**config.mk**
```make
export PLATFORM = sky130hd
export DESIGN_NAME = tm_core_v2
export DESIGN_NICKNAME = d
export VERILOG_FILES = /design/src/rtl/tm_pkg.sv /design/src/rtl/tm_edge_detect.sv /design/src/rtl/tm_core_v2.sv
export SDC_FILE = /design/constraint.sdc
export NUM_CORES = 2
export LEC_CHECK = 0
export CAP_MARGIN = 20
export CORE_UTILIZATION = 35
export CTS_BUF_LIST = sky130_fd_sc_hd__clkbuf_8
export CTS_CLUSTER_DIAMETER = 100
export DETAILED_ROUTE_END_ITERATION = 8
export SETUP_SLACK_MARGIN = 0.05
export SYNTH_ARGS = -nofsm -noshare
export SYNTH_HDL_FRONTEND = slang
export SYNTH_SLANG_ARGS = --single-unit
```
**constraint.sdc**
```tcl
create_clock -name clock -period 4.9 [get_ports clock]
set_input_delay 0.735 -clock clock [delete_from_list [all_inputs] [get_ports clock]]
set_output_delay 0.735 -clock clock [all_outputs]
set_load 0.01 [all_outputs]
```
**src/rtl/tm_pkg.sv**
```systemverilog
// rtl/tm_pkg.sv - shared types, constants and rule-field helpers for the Turing-machine core
// Contents:
//   ctrl_t       : machine phase (LOAD, RUN, DUMP, ERROR)
//   MV_*         : head move codes carried in a rule entry (2'b11 behaves as stay)
//   err_t        : error code presented on the err output
//   rule_move / rule_wsym / rule_next : slice a rule word {move, write_sym, next_state}
package tm_pkg;

    typedef enum logic [1:0] {
        LOAD  = 2'd0,
        RUN   = 2'd1,
        DUMP  = 2'd2,
        ERROR = 2'd3
    } ctrl_t;

    localparam logic [1:0] MV_STAY  = 2'b00;
    localparam logic [1:0] MV_LEFT  = 2'b01;
    localparam logic [1:0] MV_RIGHT = 2'b10;

    typedef enum logic [1:0] {
        ERR_NONE    = 2'b00,
        ERR_BOUND   = 2'b01,
        ERR_TIMEOUT = 2'b10
    } err_t;

    // Rule words are zero-extended to 32 bits before slicing so one helper
    // serves every parameterisation; callers cast the result to field width.
    function automatic logic [1:0] rule_move(input logic [31:0] rule, input int sym_w,
                                             input int state_w);
        return 2'(rule >> (sym_w + state_w));
    endfunction

    function automatic logic [31:0] rule_wsym(input logic [31:0] rule, input int sym_w,
                                              input int state_w);
        return (rule >> state_w) & ((32'd1 << sym_w) - 32'd1);
    endfunction

    function automatic logic [31:0] rule_next(input logic [31:0] rule, input int state_w);
        return rule & ((32'd1 << state_w) - 32'd1);
    endfunction

endpackage

```
**src/rtl/tm_edge_detect.sv**
```systemverilog
// rtl/tm_edge_detect.sv - rising-edge pulse generator for a synchronous level input
// Ports:
//   clock   : clock
//   reset_n : asynchronous active-low reset (previous level cleared to 0)
//   level   : synchronous level input
//   pulse   : high for the cycle where level is 1 and was 0 the cycle before
module tm_edge_detect (
    input  logic clock,
    input  logic reset_n,
    input  logic level,
    output logic pulse
);

    logic level_q;

    always_ff @(posedge clock or negedge reset_n) begin
        if (!reset_n) begin
            level_q <= 1'b0;
        end else begin
            level_q <= level;
        end
    end

    assign pulse = level & ~level_q;

endmodule

```
**src/rtl/tm_core_v2.sv**
```systemverilog
// rtl/tm_core_v2.sv - Turing-machine core with loadable rule table, bound/timeout faults and tape dump
// Ports:
//   clock, reset_n          : clock, asynchronous active-low reset
//   sym_in, next, done      : load symbol, load/advance strobe level, start/return strobe level
//   rule_we/addr/data       : rule-table write port, {state, read_sym} -> {move, write_sym, next_state}
//   out_sym, out_pos        : displayed tape cell and its index
//   head_pos, step_count    : head position and transitions executed
//   busy, halted, err       : running, halted normally, error code
module tm_core_v2
    import tm_pkg::*;
#(
    parameter int SYM_W     = 4,
    parameter int TAPE_LEN  = 64,
    parameter int STATE_W   = 3,
    parameter int MAX_STEPS = 4096
) (
    input  logic                              clock,
    input  logic                              reset_n,
    input  logic [SYM_W-1:0]                  sym_in,
    input  logic                              next,
    input  logic                              done,
    input  logic                              rule_we,
    input  logic [STATE_W+SYM_W-1:0]          rule_addr,
    input  logic [STATE_W+SYM_W+1:0]          rule_data,
    output logic [SYM_W-1:0]                  out_sym,
    output logic [$clog2(TAPE_LEN)-1:0]       out_pos,
    output logic [$clog2(TAPE_LEN)-1:0]       head_pos,
    output logic [$clog2(MAX_STEPS+1)-1:0]    step_count,
    output logic                              busy,
    output logic                              halted,
    output logic [1:0]                        err
);

    localparam int AW    = $clog2(TAPE_LEN);
    localparam int SCW   = $clog2(MAX_STEPS + 1);
    localparam int RA_W  = STATE_W + SYM_W;
    localparam int RD_W  = STATE_W + SYM_W + 2;
    localparam int RULES = 1 << RA_W;

    localparam logic [STATE_W-1:0] HALT       = '1;
    localparam logic [AW-1:0]      LAST_CELL  = AW'(TAPE_LEN - 1);
    localparam logic [SCW-1:0]     STEP_LIMIT = SCW'(MAX_STEPS);

    logic [SYM_W-1:0]   tape  [TAPE_LEN];
    logic [RD_W-1:0]    rules [RULES];

    ctrl_t              ctrl_q, ctrl_d;
    err_t               err_q, err_d;
    logic [AW-1:0]      load_ptr, dump_ptr, head_q, head_target;
    logic [STATE_W-1:0] state_q;
    logic [SCW-1:0]     step_q;
    logic               next_edge, done_edge;

    logic [RD_W-1:0]    cur_rule;
    logic [1:0]         cur_move;
    logic [SYM_W-1:0]   cur_wsym;
    logic [STATE_W-1:0] cur_next;
    logic               hit_bound, hit_halt, hit_timeout;

    tm_edge_detect u_next_edge (
        .clock   (clock),
        .reset_n (reset_n),
        .level   (next),
        .pulse   (next_edge)
    );

    tm_edge_detect u_done_edge (
        .clock   (clock),
        .reset_n (reset_n),
        .level   (done),
        .pulse   (done_edge)
    );

    // Decode the transition that fires this cycle if the machine is in RUN.
    assign cur_rule = rules[{state_q, tape[head_q]}];

    always_comb begin
        cur_move    = rule_move(32'(cur_rule), SYM_W, STATE_W);
        cur_wsym    = SYM_W'(rule_wsym(32'(cur_rule), SYM_W, STATE_W));
        cur_next    = STATE_W'(rule_next(32'(cur_rule), STATE_W));
        head_target = head_q;
        hit_bound   = 1'b0;
        if (cur_move == MV_LEFT) begin
            if (head_q == '0) hit_bound = 1'b1;
            else              head_target = head_q - AW'(1);
        end else if (cur_move == MV_RIGHT) begin
            if (head_q == LAST_CELL) hit_bound = 1'b1;
            else                     head_target = head_q + AW'(1);
        end
        hit_halt    = (cur_next == HALT);
        hit_timeout = ((step_q + SCW'(1)) == STEP_LIMIT);
    end

    // Phase control; a done edge always beats a simultaneous next edge.
    always_comb begin
        ctrl_d = ctrl_q;
        err_d  = err_q;
        unique case (ctrl_q)
            LOAD: if (done_edge) ctrl_d = RUN;
            RUN: begin
                if (hit_bound) begin
                    ctrl_d = ERROR;
                    err_d  = ERR_BOUND;
                end else if (hit_halt) begin
                    ctrl_d = DUMP;
                end else if (hit_timeout) begin
                    ctrl_d = ERROR;
                    err_d  = ERR_TIMEOUT;
                end
            end
            DUMP, ERROR: begin
                if (done_edge) begin
                    ctrl_d = LOAD;
                    err_d  = ERR_NONE;
                end
            end
            default: ctrl_d = LOAD;
        endcase
    end

    always_ff @(posedge clock or negedge reset_n) begin
        if (!reset_n) begin
            ctrl_q <= LOAD;
            err_q  <= ERR_NONE;
        end else begin
            ctrl_q <= ctrl_d;
            err_q  <= err_d;
        end
    end

    always_ff @(posedge clock or negedge reset_n) begin
        if (!reset_n) begin
            for (int i = 0; i < TAPE_LEN; i++) tape[i] <= '0;
            for (int i = 0; i < RULES; i++)    rules[i] <= '0;
            load_ptr <= '0;
            dump_ptr <= '0;
            head_q   <= '0;
            state_q  <= '0;
            step_q   <= '0;
        end else begin
            unique case (ctrl_q)
                LOAD: begin
                    if (rule_we) rules[rule_addr] <= rule_data;
                    if (done_edge) begin
                        head_q  <= '0;
                        state_q <= '0;
                        step_q  <= '0;
                    end else if (next_edge) begin
                        tape[load_ptr] <= sym_in;
                        if (load_ptr != LAST_CELL) load_ptr <= load_ptr + AW'(1);
                    end
                end
                RUN: begin
                    // The write lands even when the move faults; head_target holds then.
                    tape[head_q] <= cur_wsym;
                    state_q      <= cur_next;
                    step_q       <= step_q + SCW'(1);
                    head_q       <= head_target;
                    if (ctrl_d != RUN) dump_ptr <= '0;
                end
                DUMP, ERROR: begin
                    if (done_edge) begin
                        load_ptr <= '0;
                    end else if (next_edge) begin
                        dump_ptr <= (dump_ptr == LAST_CELL) ? '0 : dump_ptr + AW'(1);
                    end
                end
                default: ;
            endcase
        end
    end

    always_comb begin
        unique case (ctrl_q)
            LOAD:    out_pos = load_ptr;
            RUN:     out_pos = head_q;
            default: out_pos = dump_ptr;
        endcase
    end

    assign out_sym    = tape[out_pos];
    assign head_pos   = head_q;
    assign step_count = step_q;
    assign busy       = (ctrl_q == RUN);
    assign halted     = (ctrl_q == DUMP);
    assign err        = err_q;

endmodule

```
==> results.rst <==
.. list-table::
   :header-rows: 1

   * - Metric
     - Value
   * - Number of H-tree levels
     - 5
   * - Post-Synthesis Net Count
     - 6935
   * - CTS Buffer Depth
     - 4
   * - Synthesis-to-finish area growth
     - 21.8%
   * - Largest area contributor in the netlist
     - dfrtp_1
   * - Wire length on met2
     - 120000 µm
   * - Avg Synthesized Cell Area
     - 10.7 µm²
   * - MaxCap Viol Count
     - 0
   * - Hold Violations, Final
     - 0
   * - Number of warnings issued by yosys
     - 0
   * - Capturing element type of the critical path
     - register
   * - GRT Residual Overflow
     - 0
   * - Setup ws final
     - -0.834 ns
   * - Clock Skew
     - 0.101 ns
   * - Sum Neg Setup Slack
     - -122.73 ns
   * - Transition time of the tightest slew-check pin
     - 1.25 ns
   * - Share of final-layout standard cells stronger than drive strength 1
     - 0.346
   * - Detailed route wirelength on metal3
     - 26400 µm
   * - IO Count
     - 58
   * - Via count of the first global-routing pass
     - 59500
   * - Post-route antenna net violation count
     - 0
   * - Fraction of the cycle the final worst path needs
     - 1.17
   * - Placeable core region
     - 210000 µm²
   * - Met1 layer wirelength in the final routing
     - 113000 µm
   * - Number of cell rows
     - 168
   * - Number of nets in the finished design
     - 7527
   * - Category of the worst setup path launch point
     - register
   * - Pre-CTS setup slack
     - -1.30 ns
   * - Endpoints failing setup
     - 275
   * - Fin cells
     - 10500
   * - Die Width
     - 462 µm
   * - Topmost layer with routed signal wires
     - met5
   * - Largest net degree at the start of global routing
     - 182
   * - Gate Count Post-Synth
     - 6906
   * - Final routed wire length divided by cell count
     - 26.1 µm
   * - Critical Setup Path Class
     - register to register
   * - CTS clock-pin slew for the worst setup and hold paths
     - 0.06 ns
   * - Result of the run
     - complete, but fails checks
   * - Main area contributors after synthesis
     - dfrtp_1 (49%), mux2_2 (18%), nand2_1 (6.8%), mux2i_1 (3.3%), nand3_1 (3.2%)
   * - Crit path max fanout
     - 7
   * - Overall routing resource usage
     - 0.248
   * - Number of pins with negative max-slew slack in the final report
     - 0
   * - Number of DRC violations after detailed-routing iteration 0
     - 7113
   * - Library cells used by synthesis
     - 96
   * - Commonest register cell after synthesis
     - dfrtp_1
   * - Routed via count divided by cell count
     - 5.87
   * - First-pass GRT wire length
     - 399000 µm
   * - Clock latency on the worst-skew pair
     - 1.08 ns
   * - Cell at the root of the clock tree
     - clkbuf_8
   * - Residual DRC count
     - 0
   * - Post-synth EDFFs
     - 0
   * - Total placed cells including tap cells
     - 9840
   * - Max Fclk
     - 0.174 GHz
   * - CTS Buf Count
     - 277
   * - Top-area cell type share of the netlist area
     - 0.489
   * - HPWL after DPL
     - 177000 µm
   * - Arrival time reported for the critical path endpoint
     - 6.65 ns
   * - Worst Hold Class
     - input port to register
   * - CP required
     - 5.82 ns
   * - FFs w/ async S/R, synth
     - 1.00
   * - Initial core utilization
     - 0.353
   * - First drt pass iteration count
     - 8
   * - IO buf count
     - 57
   * - Die outline height
     - 462 µm
   * - Via Count
     - 61500
   * - Die ar.
     - 213000 µm²
   * - Initial antenna violation count
     - 13
   * - Worst-case headroom to the max-slew limit
     - 0.165
   * - Unrepaired setup endpoints after global routing
     - yes
   * - Final critical-path required period
     - 5.73 ns
   * - Count of state elements after synthesis
     - 1448
   * - Post-Route Utilization
     - 0.430
   * - Sequential share of the synthesized area
     - 0.489
   * - Post-Synthesis Cell Area
     - 74100 µm²
   * - Clock tree from TritonCTS
     - yes
   * - Violations in the final reports
     - setup timing
   * - Weighted congestion reported at the end of routability-driven placement
     - 1.01
   * - Post-Route WL
     - 273000 µm
   * - Clock sink total
     - 1448
-- registers in the layout (all words and copies together) (netlist names) --
| name | cells |
|---|---|
| ctrl_q | 2 |
| dump_ptr | 6 |
| err | 2 |
| head_pos | 6 |
| load_ptr | 6 |
| rules | 1152 |
| state_q | 3 |
| step_count | 13 |
| tape | 256 |
| u_done_edge.level_q | 1 |
| u_next_edge.level_q | 1 |
-- routing by layer --
metal / track usage / vias to the layer above
met5: 0 / -
li1: - / 26200
met1: 0.340 / 31400
met4: 0.110 / 10
met3: 0.0588 / 723
met2: 0.369 / 3215
-- logic make-up (layout without fill, tap and decap cells) --
family | after synthesis | count (layout) | share of synthesized area
buf+inv | 578 | 1337 | 0.0371
mux | 1504 | 1504 | 0.239
other cells | 0 | 9 | 0
compound gates | 880 | 880 | 0.0872
simple gates | 2485 | 2485 | 0.146
flops | 1448 | 1448 | 0.489
xor+xnor | 7 | 7 | 0.000828
fa+ha+maj | 4 | 4 | 0.000676
-- Yosys cell counts, drive strengths merged, types with 9 or more instances --
cell type / count
dfrtp: 1448
nand2: 1340
mux2: 1167
nand3: 476
clkbuf: 273
buf: 249
nor2: 247
mux2i: 243
nor3: 243
o21ai: 212
a221o: 184
a21oi: 104
mux4: 94
o22ai: 55
inv: 53
and3: 47
a211oi: 42
a31oi: 33
o21a: 33
o211ai: 29
a22oi: 24
nand4: 21
nor3b: 21
a311oi: 18
o22a: 18
nor2b: 17
a32oi: 15
a311o: 12
a22o: 11
nand2b: 11
a2111oi: 10
and2: 10
nor4: 9
o31ai: 9
-- final timing paths --
path / start / to / slack, ns / cells after the start
worst min-delay path: done / u_done_edge.level_q$_DFF_PN0_ / 0.21 / 1
worst min register to register: rules[431]$_DFFE_PN0P_ / rules[431]$_DFFE_PN0P_ / 0.50 / 1
worst max-delay path: head_pos[2]$_DFFE_PN0P_ / head_pos[4]$_DFFE_PN0P_ / -0.83 / 26
min in group asynchronous: reset_n / rules[490]$_DFFE_PN0P_ / 0.25 / 2
worst max register to register: head_pos[2]$_DFFE_PN0P_ / head_pos[4]$_DFFE_PN0P_ / -0.83 / 26
max in group asynchronous: reset_n / rules[843]$_DFFE_PN0P_ / 3.18 / 3
-- final cells by class --
type	count	area, µm²
fill	19600	120000
multi-input combinational	4880	36300
sequential	1448	36200
timing repair buffer	835	8860
clock buffer	327	4500
tap	2805	3510
clock inverter	119	546
inverter	56	223
antenna	9	22.5
-- timing repair --
action / in CTS / in global routing
setup buffers: 55 / 104
resized for setup: 190 / 283
pin swaps: 40 / 80
hold buffers: 1 / 0
gates cloned: 17 / 22
hold endpoints to repair: 41 / 0
setup endpoints to repair: 278 / 277
-- layout by cell type (no fill, tap or decap), types with 17 or more instances in the layout --
cell type and count:
a211oi_1 33, a21oi_1 80, a21oi_2 18, a221o_1 184
a31oi_1 30, and3_1 41, buf_12 90, buf_16 17
buf_4 547, buf_6 80, buf_8 23, clkbuf_16 19
clkbuf_8 327, clkdlybuf4s50_1 43, clkinv_2 25, dfrtp_1 1444
inv_1 137, mux2_2 1163, mux2i_1 232, mux4_2 94
nand2_1 1304, nand2_2 30, nand3_1 461, nand4_1 19
nor2_1 234, nor3_1 240, o211ai_1 29, o21a_1 32
o21ai_0 163, o21ai_1 28, o21ai_2 17, o22a_1 18
o22ai_1 54
-- metrics by stage --
step | instance area, µm² | hold slack, ns
after global routing | 90200 | 0.189
final | 90200 | 0.208
after global placement | 81200 | 0.481
after CTS | 87900 | 0.151
after detailed placement | 81200 | 0.485
after floorplan | 74100 | 0.439
-- critical path: stages (launching register included) --
cell      delay [ns]
dfrtp_4         0.55
buf_8           0.17
buf_6           0.14
buf_6           0.12
or3_1           0.35
a21oi_1         0.25
o21ai_2         0.10
buf_4           0.15
o2111a_2        0.20
buf_6           0.14
and2_4          0.18
buf_4           0.15
buf_4           0.13
buf_4           0.13
nor2_4          0.22
a221oi_2        0.10
o211ai_1        0.54
buf_4           0.24
nand4_1         0.31
buf_4           0.27
nand2b_4        0.15
xnor2_2         0.13
ha_2            0.24
and3_4          0.21
mux2i_4         0.07
o31a_1          0.25
a41oi_1         0.15
Power is not shown: default switching activity piles up to over one toggle a cycle in this logic, so the estimate is an artifact.
